$ cat src/rtl/serial_word_receiver.sv
// Serial-in/parallel-out receiver: frames WIDTH-bit words MSB- or LSB-first onto a one-deep valid/ready buffer.
// Latency: last bit sampled at edge N -> out_valid after edge N+1; a full, unaccepted buffer drops the word and flags overflow.
module serial_word_receiver #(
    parameter int WIDTH = 4
) (
    input  logic             clk,
    input  logic             rst,
    input  logic             sin_valid,
    input  logic             sin_data,
    input  logic             sin_frame,
    input  logic             dir,
    output logic [WIDTH-1:0] out_data,
    output logic             out_valid,
    input  logic             out_ready,
    output logic             busy,
    output logic             frame_err,
    output logic             overflow,
    input  logic             clr_ovf
);

    localparam int CW = $clog2(WIDTH + 1);

    localparam logic [0:0] ST_IDLE  = 1'b0;
    localparam logic [0:0] ST_SHIFT = 1'b1;

    logic [0:0]       state_q, state_d;
    logic [WIDTH-1:0] sr_q, sr_d;
    logic [CW-1:0]    cnt_q, cnt_d;
    logic             dir_q, dir_d;
    logic             done_q, done_d;
    logic             ferr_q, ferr_d;
    logic [WIDTH-1:0] data_q, data_d;
    logic             vld_q, vld_d;
    logic             ovf_q, ovf_d;

    function automatic logic [WIDTH-1:0] shift_in(input logic [WIDTH-1:0] sr,
                                                  input logic b, input logic d);
        return d ? {b, sr[WIDTH-1:1]} : {sr[WIDTH-2:0], b};
    endfunction

    always_comb begin
        state_d = state_q;
        sr_d    = sr_q;
        cnt_d   = cnt_q;
        dir_d   = dir_q;
        done_d  = 1'b0;
        ferr_d  = 1'b0;
        data_d  = data_q;
        vld_d   = vld_q;
        ovf_d   = ovf_q & ~clr_ovf;

        case (state_q)
            ST_IDLE: begin
                if (sin_valid && sin_frame) begin
                    dir_d   = dir;
                    sr_d    = shift_in(sr_q, sin_data, dir);
                    cnt_d   = CW'(1);
                    state_d = ST_SHIFT;
                end
            end
            default: begin
                if (sin_valid) begin
                    if (sin_frame) begin
                        // A mid-word frame restarts assembly with this bit as bit 1.
                        ferr_d = 1'b1;
                        dir_d  = dir;
                        sr_d   = shift_in(sr_q, sin_data, dir);
                        cnt_d  = CW'(1);
                    end else begin
                        sr_d = shift_in(sr_q, sin_data, dir_q);
                        if (cnt_q == CW'(WIDTH - 1)) begin
                            cnt_d   = '0;
                            state_d = ST_IDLE;
                            done_d  = 1'b1;
                        end else begin
                            cnt_d = cnt_q + CW'(1);
                        end
                    end
                end
            end
        endcase

        // sr_q still holds the completed word here even if a new frame starts this cycle.
        if (done_q) begin
            if (!vld_q || out_ready) begin
                data_d = sr_q;
                vld_d  = 1'b1;
            end else begin
                ovf_d = 1'b1;
            end
        end else if (vld_q && out_ready) begin
            vld_d = 1'b0;
        end
    end

    always_ff @(posedge clk) begin
        if (rst) begin
            state_q <= ST_IDLE;
            sr_q    <= '0;
            cnt_q   <= '0;
            dir_q   <= 1'b0;
            done_q  <= 1'b0;
            ferr_q  <= 1'b0;
            data_q  <= '0;
            vld_q   <= 1'b0;
            ovf_q   <= 1'b0;
        end else begin
            state_q <= state_d;
            sr_q    <= sr_d;
            cnt_q   <= cnt_d;
            dir_q   <= dir_d;
            done_q  <= done_d;
            ferr_q  <= ferr_d;
            data_q  <= data_d;
            vld_q   <= vld_d;
            ovf_q   <= ovf_d;
        end
    end

    assign out_data  = data_q;
    assign out_valid = vld_q;
    assign busy      = (state_q == ST_SHIFT);
    assign frame_err = ferr_q;
    assign overflow  = ovf_q;

endmodule

$ cat config.mk
export PLATFORM = sky130hd
export DESIGN_NAME = serial_word_receiver
export DESIGN_NICKNAME = d
export VERILOG_FILES = /design/src/rtl/serial_word_receiver.sv
export SDC_FILE = /design/constraint.sdc
export NUM_CORES = 1
export LEC_CHECK = 0
export BUFFER_PORTS_ARGS = -buffer_cell sky130_fd_sc_hd__buf_2
export CORE_MARGIN = 2
export CORE_UTILIZATION = 50
export DETAILED_ROUTE_END_ITERATION = 8
export GPL_ROUTABILITY_DRIVEN = 0
export PLACE_DENSITY = 0.75
export SLEW_MARGIN = 30
export SYNTH_ARGS = -nofsm -noshare
export SYNTH_HDL_FRONTEND = slang
export SYNTH_SLANG_ARGS = --single-unit
$ cat constraint.sdc
create_clock -name clk -period 1.7 [get_ports clk]
set_clock_uncertainty 0.15 [all_clocks]
set_input_delay 0.255 -clock clk [delete_from_list [all_inputs] [get_ports clk]]
set_output_delay 0.255 -clock clk [all_outputs]
set_load 0.01 [all_outputs]
## Word-level counts from Yosys, hierarchy flattened

Index checks and enable logic that the tools add are counted.

| operators by class | value |
|---|---|
| bitwise operators | 4 |
| equal/unequal tests | 4 |
| add/sub/neg operators | 1 |
| multiplexer cells | 27 |
| reductions and logical operators | 12 |

Operators with widths:

| operator | count |
|---|---|
| 4-bit 2-to-1 mux | 6 |
| 1-bit 2-to-1 mux | 16 |
| 3-bit 2-to-1 mux | 5 |
| 2-bit AND reduction | 3 |
| 2-bit inequality test, second input constant | 2 |
| 2-bit nonzero test | 2 |
| 4-bit OR reduction | 1 |
| 3-bit by 1-bit adder with 3-bit output, second input constant | 1 |
| 3-bit by 2-bit == test with 1-bit output, second input constant | 1 |
| 1-bit inverter | 3 |
| 3-bit AND reduction | 1 |
| 3-bit OR reduction | 1 |
| 1-bit logical AND | 2 |
| 2-bit by 1-bit inequality test with 1-bit output, second input constant | 1 |
| 1-bit bitwise AND | 1 |
| 1-bit zero test | 1 |
| 1-bit logical OR | 1 |

| word-level totals | value |
|---|---|
| word-level logic and storage cells | 57 |
| flip-flop bits (word level) | 17 |
| input port bits | 8 |

## Logic depth before layout (Yosys ltp)

Gate-level depths: netlist of the first run.

| logic depth | value |
|---|---|
| depth in word-level cells | 5 |
| depth in mapped cells | 5 |
| depth with buffers taken out | 5 |

## Least setup slack after synthesis of the first run

Ideal clock, no wire load.

| path | value |
|---|---|
| kind | flip-flop to flip-flop |
| from | register state_q (netlist: busy) |
| to | register sr_q[0] |
| required time | 1.415 ns |
| arrival | 1.099 ns |
| path slack | 0.316 ns |
| period minus slack after synthesis | 1.384 ns |
| stages on the path, launching flop included | 5 |
| buffers on the path | 0 |
| path through | dfxtp_1 > nand2b_4 > mux2i_4 > mux2i_1 > a211oi_1 |

| on the way | value |
|---|---|
| word-level cells in the longest chain between the ends | 2 |
| elaborated cells on any way between the ends | 4 |
| classes of those cells | eq/ne (1); mux (1); reduce/logical (2) |

Ends and longest elaborated chain:

| element | RTL line | source |
|---|---|---|
| start: declaration | 26 | `logic [0:0] state_q, state_d;` |
| start signal: assignment | 108 | `state_q <= state_d;` |
| 2-bit inequality test (no line) or 2-bit nonzero test (tied branches) | -- |  |
| 2-bit AND reduction (no line) | -- |  |
| end signal: assignment | 109 | `sr_q <= sr_d;` |
| end: declaration | 27 | `logic [WIDTH-1:0] sr_q, sr_d;` |

Several ways; a longest one is shown, not always the timed one.
A chain may end at the register's enable or synchronous reset.

## Final worst setup path of the first run

| path | value |
|---|---|
| from | register state_q (netlist: busy) |
| to | register sr_q[2] |

Same word-level chain as after synthesis.

==> results.tsv, run 1 <==
stage	metric	value	unit
synthesis	synth_cell_type_count	20	
setup_path	arrival	1.46	ns
min_path	min_to	frame_err$_SDFF_PP0_	
layout	design_area	817	um^2
setup_path	crit_required	1.72	ns
layout	diodes	0	
clock_tree	postCtsHoldBufs	0	
layout	mostFrequentLayoutCells	dfxtp_1, buf_2, nor2_1	
synthesis	yosysSeqAreaShare	48.1	%
layout	final_common_cell	dfxtp_1	
power	peakVddDrop	515	uV
sta	setup_violations	0	
power	p_int	529	uW
layout	n_fill_cell	115	
sta	hold_viol_final	0	
sta	post-route-min-period	1.44	ns
routing	ant_nets	0	
clock_tree	cts_tree	done	
floorplanning	dieHeight	41.6	um
layout	area_delta_synth_final	15.6	%
power	p_comb_share	9.6	%
sta	timing.final.crit_share	84.8	%
sta	setup_slack	0.259	ns
power	seq_power_share	60.0	%
run	drv_cap	0	
layout	final_nets	102	
clock_tree	numClockSinks	17	
routing	first_pass_iters	4	
sta	final_max_slew_viol_count	0	
clock_tree	post-cts-setup-buffers	0	
clock_tree	cts_buffers	3	
place	place_ws	0.237	ns
power	switching_share	25.2	%
synthesis	syn-cell-area	707	um^2
sta	rsz0062_at_grt	false	
setup_path	cp-start-kind	flip-flop	
routing	finalWirelength	1200	um
place	dp_hpwl	857	um
routing	vias	560	
min_path	hp-class	in -> reg	
sta	max_freq	694	MHz
routing	viasPerCell	5.23	
synthesis	synth_area_per_cell	9.30	um^2
min_path	hp-start	sin_frame	
place	place_area	790	um^2
min_path	holdPathStages	3	
global_route	grt_pass1_wl	2100	um
floorplanning	core_area	1320	um^2
global_route	first_global_vias	521	
clock_tree	cts_root_buf	clkbuf_4	
setup_path	critical_path_class	reg -> reg	
setup_path	r2r_slack	0.26	ns
synthesis	synth_warnings	0	
global_route	grt_overflow_total	0	
power	cellPowerDensity	865	nW/um^2
global_route	grt_start_max_net_pins	18	
place	numPortBuffers	15	
sta	relSlewSlack	78.3	%
synthesis	syn_inst	76	
routing	drtIter0Drc	10	
floorplanning	ios	16	
clock_tree	clkTransAtPathRegs	0.10	ns
setup_path	worstReg2RegEnd	sr_q[2]$_SDFFE_PP0P_	
floorplanning	fp.dieW	41.6	um
routing	drc_errors	0	
power	p_clk_share	30.4	%
global_route	globalRouteTotalUtil	15.3	%
synthesis	syn-num-nets	85	
power	power	707	uW
floorplanning	die_area	1730	um^2
layout	layout-drive-gt1-share	23.9	%
clock_tree	clock_path_buffers	2	
setup_path	cp-end-kind	flip-flop	
floorplanning	start_util	53.7	%
clock_tree	h-tree-depth	1	
setup_path	critPathMaxFanout	8	
sta	worst_slew_pin_slew	0.325	ns
setup_path	worstReg2RegStart	busy$_SDFF_PP0_	
power	power_switching	178	uW
sta	tns	0	ns
global_route	antenna_found_initial	0	
clock_tree	insertion_delay	0.28	ns
power	leakagePower	0.383	nW
setup_path	rr_worst_depth	4	
floorplanning	rows	13	
status	status	finished clean	
routing	routedWlPerCell	11.2	um
synthesis	synth_seq_cells	17	
clock_tree	ctsResizeCount	0	
==> worst max-delay path by stage <==
stage                          startpoint               endpoint
floorplan                 busy$_SDFF_PP0_   sr_q[0]$_SDFFE_PP0P_
finish                    busy$_SDFF_PP0_   sr_q[2]$_SDFFE_PP0P_
detailed placement              sin_frame   sr_q[3]$_SDFFE_PP0P_
global placement                sin_frame   sr_q[2]$_SDFFE_PP0P_
global route        cnt_q[0]$_SDFFE_PP0P_  cnt_q[0]$_SDFFE_PP0P_
CTS                       busy$_SDFF_PP0_   sr_q[3]$_SDFFE_PP0P_
==> metrics by stage <==
stage | hold slack, ns | utilization, % | cells
after CTS | 0.0873 | 62.0 | 107
after floorplan | 0.223 | - | 76
after global routing | 0.102 | 62.0 | 107
after detailed placement | 0.321 | 59.9 | 103
after global placement | 0.314 | 59.9 | 103
final | 0.0946 | 62.0 | 107
==> power by group through the flow <==
stage               logic, mW  registers, mW  clock network [mW]
global placement       0.0662          0.433                   0
CTS                    0.0681          0.424               0.222
finish                 0.0680          0.424               0.215
floorplan              0.0467          0.431                   0
global route           0.0759          0.426               0.240
detailed placement     0.0674          0.433                   0
==> routing by layer <==
metal | track usage, % | wire length, um | up-vias
met3 | 3.04 | 59 | 2
met5 | 0 | 0 | -
li1 | - | - | 289
met1 | 18.9 | 602 | 252
met2 | 24.7 | 519 | 17
met4 | 8.39 | 14 | 0
==> kinds of logic (layout without fill, tap and decap cells) <==
logic type	count (synthesis)	after routing	share of synthesized area, %
fa+ha+maj	1	1	1.77
flops	17	17	48.1
mux	9	9	14.5
buf+inv	5	21	2.66
simple gates	33	33	23.2
compound gates	11	11	9.73
==> synth_stat cells <==
cell type | instances | area (um^2)
nor2_1 | 13 | 48.8
nor3b_1 | 2 | 15.0
mux2i_4 | 1 | 22.5
nor2_2 | 1 | 6.26
nand2_1 | 8 | 30.0
dfxtp_1 | 17 | 340
inv_1 | 2 | 7.51
nand2b_4 | 1 | 13.8
clkbuf_1 | 3 | 11.3
mux2i_1 | 8 | 80.1
nor2b_1 | 4 | 25.0
nor3_1 | 1 | 5.00
ha_1 | 1 | 12.5
o32ai_1 | 1 | 8.76
a21oi_1 | 5 | 25.0
nand2b_1 | 1 | 6.26
o21ai_0 | 1 | 5.00
a211oi_1 | 4 | 30.0
nor4b_1 | 1 | 8.76
nand3_1 | 1 | 5.00
==> critical path: stages, from the launching register on <==
cell and delay, ns:
dfxtp_1 0.50, nand2b_4 0.11, mux2i_4 0.25, mux2i_1 0.23
a211oi_1 0.09
==> final cells by class <==
type	count	area, um^2	share of cell area [%]
clock inverter	1	5.00	0.613
tap	15	18.8	2.30
inverter	2	7.51	0.919
clock buffer	3	22.5	2.76
multi-input combinational	54	348	42.6
sequential	17	340	41.7
timing repair buffer	15	75.1	9.19
==> registers in the layout, indices dropped and copies added, names as in the netlist <==
register and cells:
out_data 4, sr_q 4, cnt_q 3, busy 1
dir_q 1, done_q 1, frame_err 1, out_valid 1
overflow 1
(Power assumes the default switching activity.)
==> run 2: changes to the inputs <==
--- a/config.mk
+++ b/config.mk
@@ -7,10 +7,10 @@
 export LEC_CHECK = 0
 export BUFFER_PORTS_ARGS = -buffer_cell sky130_fd_sc_hd__buf_2
 export CORE_MARGIN = 2
-export CORE_UTILIZATION = 50
+export CORE_UTILIZATION = 45
 export DETAILED_ROUTE_END_ITERATION = 8
 export GPL_ROUTABILITY_DRIVEN = 0
-export PLACE_DENSITY = 0.75
+export PLACE_DENSITY = 0.71
 export SLEW_MARGIN = 30
 export SYNTH_ARGS = -nofsm -noshare
 export SYNTH_HDL_FRONTEND = slang
==> constraint.sdc (replaced) <==
create_clock -name clk -period 1.3 [get_ports clk]
set_clock_uncertainty 0.15 [all_clocks]
set_input_delay 0.195 -clock clk [delete_from_list [all_inputs] [get_ports clk]]
set_output_delay 0.195 -clock clk [all_outputs]
set_load 0.01 [all_outputs]
==> run 2 against run 1 <==
Net effect:
- the flow now finishes with violations (setup timing)
- largest cell class unchanged
- clock power is 26% higher
- sequential share of layout area is 4.5 points lower
- wire length grew 6.5%
- maximum frequency increased by 9.7%
- critical path depth is the same
- global-route usage decreased by 0.49 points
- non-clock buffer count up 9
- utilization up 0.68 points
- register-to-register slack lost 0.27 ns
- final area is 14% higher
==> results.tsv, run 2 (same netlist as run 1, synthesis figures left out) <==
stage	metric	value	unit	change
setup_path	critPathMaxFanout	4		-4
clock_tree	cts_root_buf	clkbuf_4		
routing	viasPerCell	5.05		-3.5%
layout	final_util	62.7	%	+0.68 points
place	place_ws	-0.0428	ns	-0.279 ns
global_route	grt_start_max_net_pins	18		unchanged
layout	mostFrequentLayoutCells	dfxtp_1, buf_2, nor2_1		
global_route	global_route.usage.met2	24.7	%	about the same
clock_tree	postCtsHoldBufs	0		unchanged
global_route	grt_pass1_wl	2080	um	-1.0%
setup_path	crit_required	1.31	ns	-0.41 ns
layout	diodes	0		unchanged
setup_path	arrival	1.33	ns	-0.13 ns
floorplanning	die_area	1900	um^2	+10%
clock_tree	clkTransAtPathRegs	0.09	ns	about the same
floorplanning	fp.dieW	43.6	um	+4.9%
routing	finalWirelength	1270	um	+6.5%
global_route	grt-busiest-layer	met2		
setup_path	rr_worst_depth	4		unchanged
floorplanning	ios	16		unchanged
power	p_comb_share	12.7	%	+3.1 points
global_route	globalRouteTotalUtil	14.8	%	-0.49 points
routing	first_pass_iters	3		-1
status	violations	setup timing		
clock_tree	cts_tree	done		
sta	max_freq	761	MHz	+9.7%
routing	vias	591		+5.5%
run	drv_cap	0		unchanged
clock_tree	clock_path_buffers	2		unchanged
global_route	antenna_found_initial	0		unchanged
layout	layout-drive-gt1-share	38.6	%	+15 points
power	peakVddDrop	653	uV	+27%
power	p_clk_share	28.6	%	-1.8 points
layout	area_delta_synth_final	32.0	%	
sta	hold_viol_final	0		unchanged
min_path	hp-class	in -> reg		
sta	final_max_slew_viol_count	0		unchanged
status	status	complete, but fails checks		
global_route	grt_use_met1	17.4	%	-1.4 points
setup_path	setup.worst_path.start	busy$_SDFF_PP0_		
min_path	hp-start	out_ready		
setup_path	worstReg2RegStart	busy$_SDFF_PP0_		
layout	n_fill_cell	130		+13%
setup_path	cp-end-kind	flip-flop		
routing	routedWlPerCell	10.9	um	-2.6%
clock_tree	insertion_delay	0.28	ns	about the same
floorplanning	core_area	1490	um^2	+13%
global_route	grt_overflow_total	0		unchanged
routing	drc_errors	0		unchanged
power	cellPowerDensity	1010	nW/um^2	+17%
power	leakagePower	0.433	nW	+13%
power	p_int	713	uW	+35%
routing	ant_nets	0		unchanged
layout	final_nets	111		+8.8%
sta	tns	-0.0430	ns	-0.0430 ns
setup_path	cp-start-kind	flip-flop		
sta	timing.final.crit_share	101	%	+16 points
clock_tree	numClockSinks	17		unchanged
clock_tree	h-tree-depth	1		unchanged
clock_tree	cts_buffers	3		unchanged
setup_path	r2r_slack	-0.01	ns	-0.27 ns
sta	post-route-min-period	1.31	ns	-0.127 ns
sta	setup_violations	4		+4
sta	relSlewSlack	79.6	%	+1.4 points
sta	setup_slack	-0.0141	ns	-0.273 ns
power	switching_share	24.3	%	-0.87 points
setup_path	critical_path_class	reg -> reg		
place	dp_hpwl	940	um	+9.8%
power	power_switching	229	uW	+29%
setup_path	worstReg2RegEnd	sr_q[0]$_SDFFE_PP0P_		
setup_path	crit_end	sr_q[0]$_SDFFE_PP0P_		
sta	rsz0062_at_grt	true		
sta	worst_slew_pin_slew	0.301	ns	-0.0242 ns
place	numPortBuffers	15		unchanged
global_route	use_met3	2.50	%	-0.54 points
power	seq_power_share	58.7	%	-1.3 points
global_route	first_global_vias	531		+1.9%
routing	drtIter0Drc	1		-9
floorplanning	start_util	47.5	%	-6.2 points
floorplanning	rows	14		+1
floorplanning	dieHeight	43.6	um	+4.9%
-- run 2: changes by cell type in the layout (fill, tap and decap cells not counted), sizes merged --
cell,change
buf,+9
-- run 2: critical path, stage by stage (launching register included) --
cell and delay (ns):
dfxtp_4 0.37, nand2b_4 0.08, mux2i_4 0.29, mux2i_1 0.21, a211oi_1 0.08
-- run 2: through the flow --
step                hold slack, ns  total power, mW  std cells  area (um^2)
finish                      0.0427            0.942        117          933
global placement             0.319            0.672        112          855
detailed placement           0.322            0.674        112          855
floorplan                    0.163            0.625         76          712
global route                0.0496             1.00        117          933
CTS                         0.0282            0.954        117          898
-- run 2: layout make-up --
class / instances / area, um^2 / share of cell area [%]
Multi-Input combinational cell: 54 / 383 / 41.0
Sequential cell: 17 / 347 / 37.1
Timing Repair Buffer: 24 / 149 / 16.0
Clock buffer: 3 / 22.5 / 2.41
Tap cell: 16 / 20.0 / 2.14
Inverter: 2 / 7.51 / 0.804
Clock inverter: 1 / 5.00 / 0.536
-- run 2: metal layers --
metal	share of wire (%)	routed length, um
met4	0.47	6
met1	44	561
met2	51	648
met3	4.5	57
met5	0	0
-- run 2: worst min path at each step --
stage	to	slack, ns	depth (start not counted)
floorplan	frame_err$_SDFF_PP0_	0.16	2
global placement	cnt_q[2]$_SDFFE_PP0P_	0.32	1
detailed placement	cnt_q[2]$_SDFFE_PP0P_	0.32	1
CTS	out_valid$_SDFFE_PP0P_	0.03	4
global route	dir_q$_SDFFE_PP0P_	0.05	3
finish	out_valid$_SDFFE_PP0P_	0.04	4
-- run 2: repair_timing --
| item | CTS | global route |
|---|---|---|
| pin swaps | 4 | 6 |
| gates resized for setup | 4 | 8 |
| buffers inserted | 1 | 0 |
| endpoints found under the setup margin | 9 | 8 |
-- run 2: power by group through the flow --
stage | logic [mW] | registers, mW | clock network (mW)
global route | 0.133 | 0.556 | 0.315
global placement | 0.107 | 0.565 | 0
CTS | 0.113 | 0.552 | 0.289
detailed placement | 0.109 | 0.565 | 0
floorplan | 0.0611 | 0.564 | 0
finish | 0.119 | 0.553 | 0.270
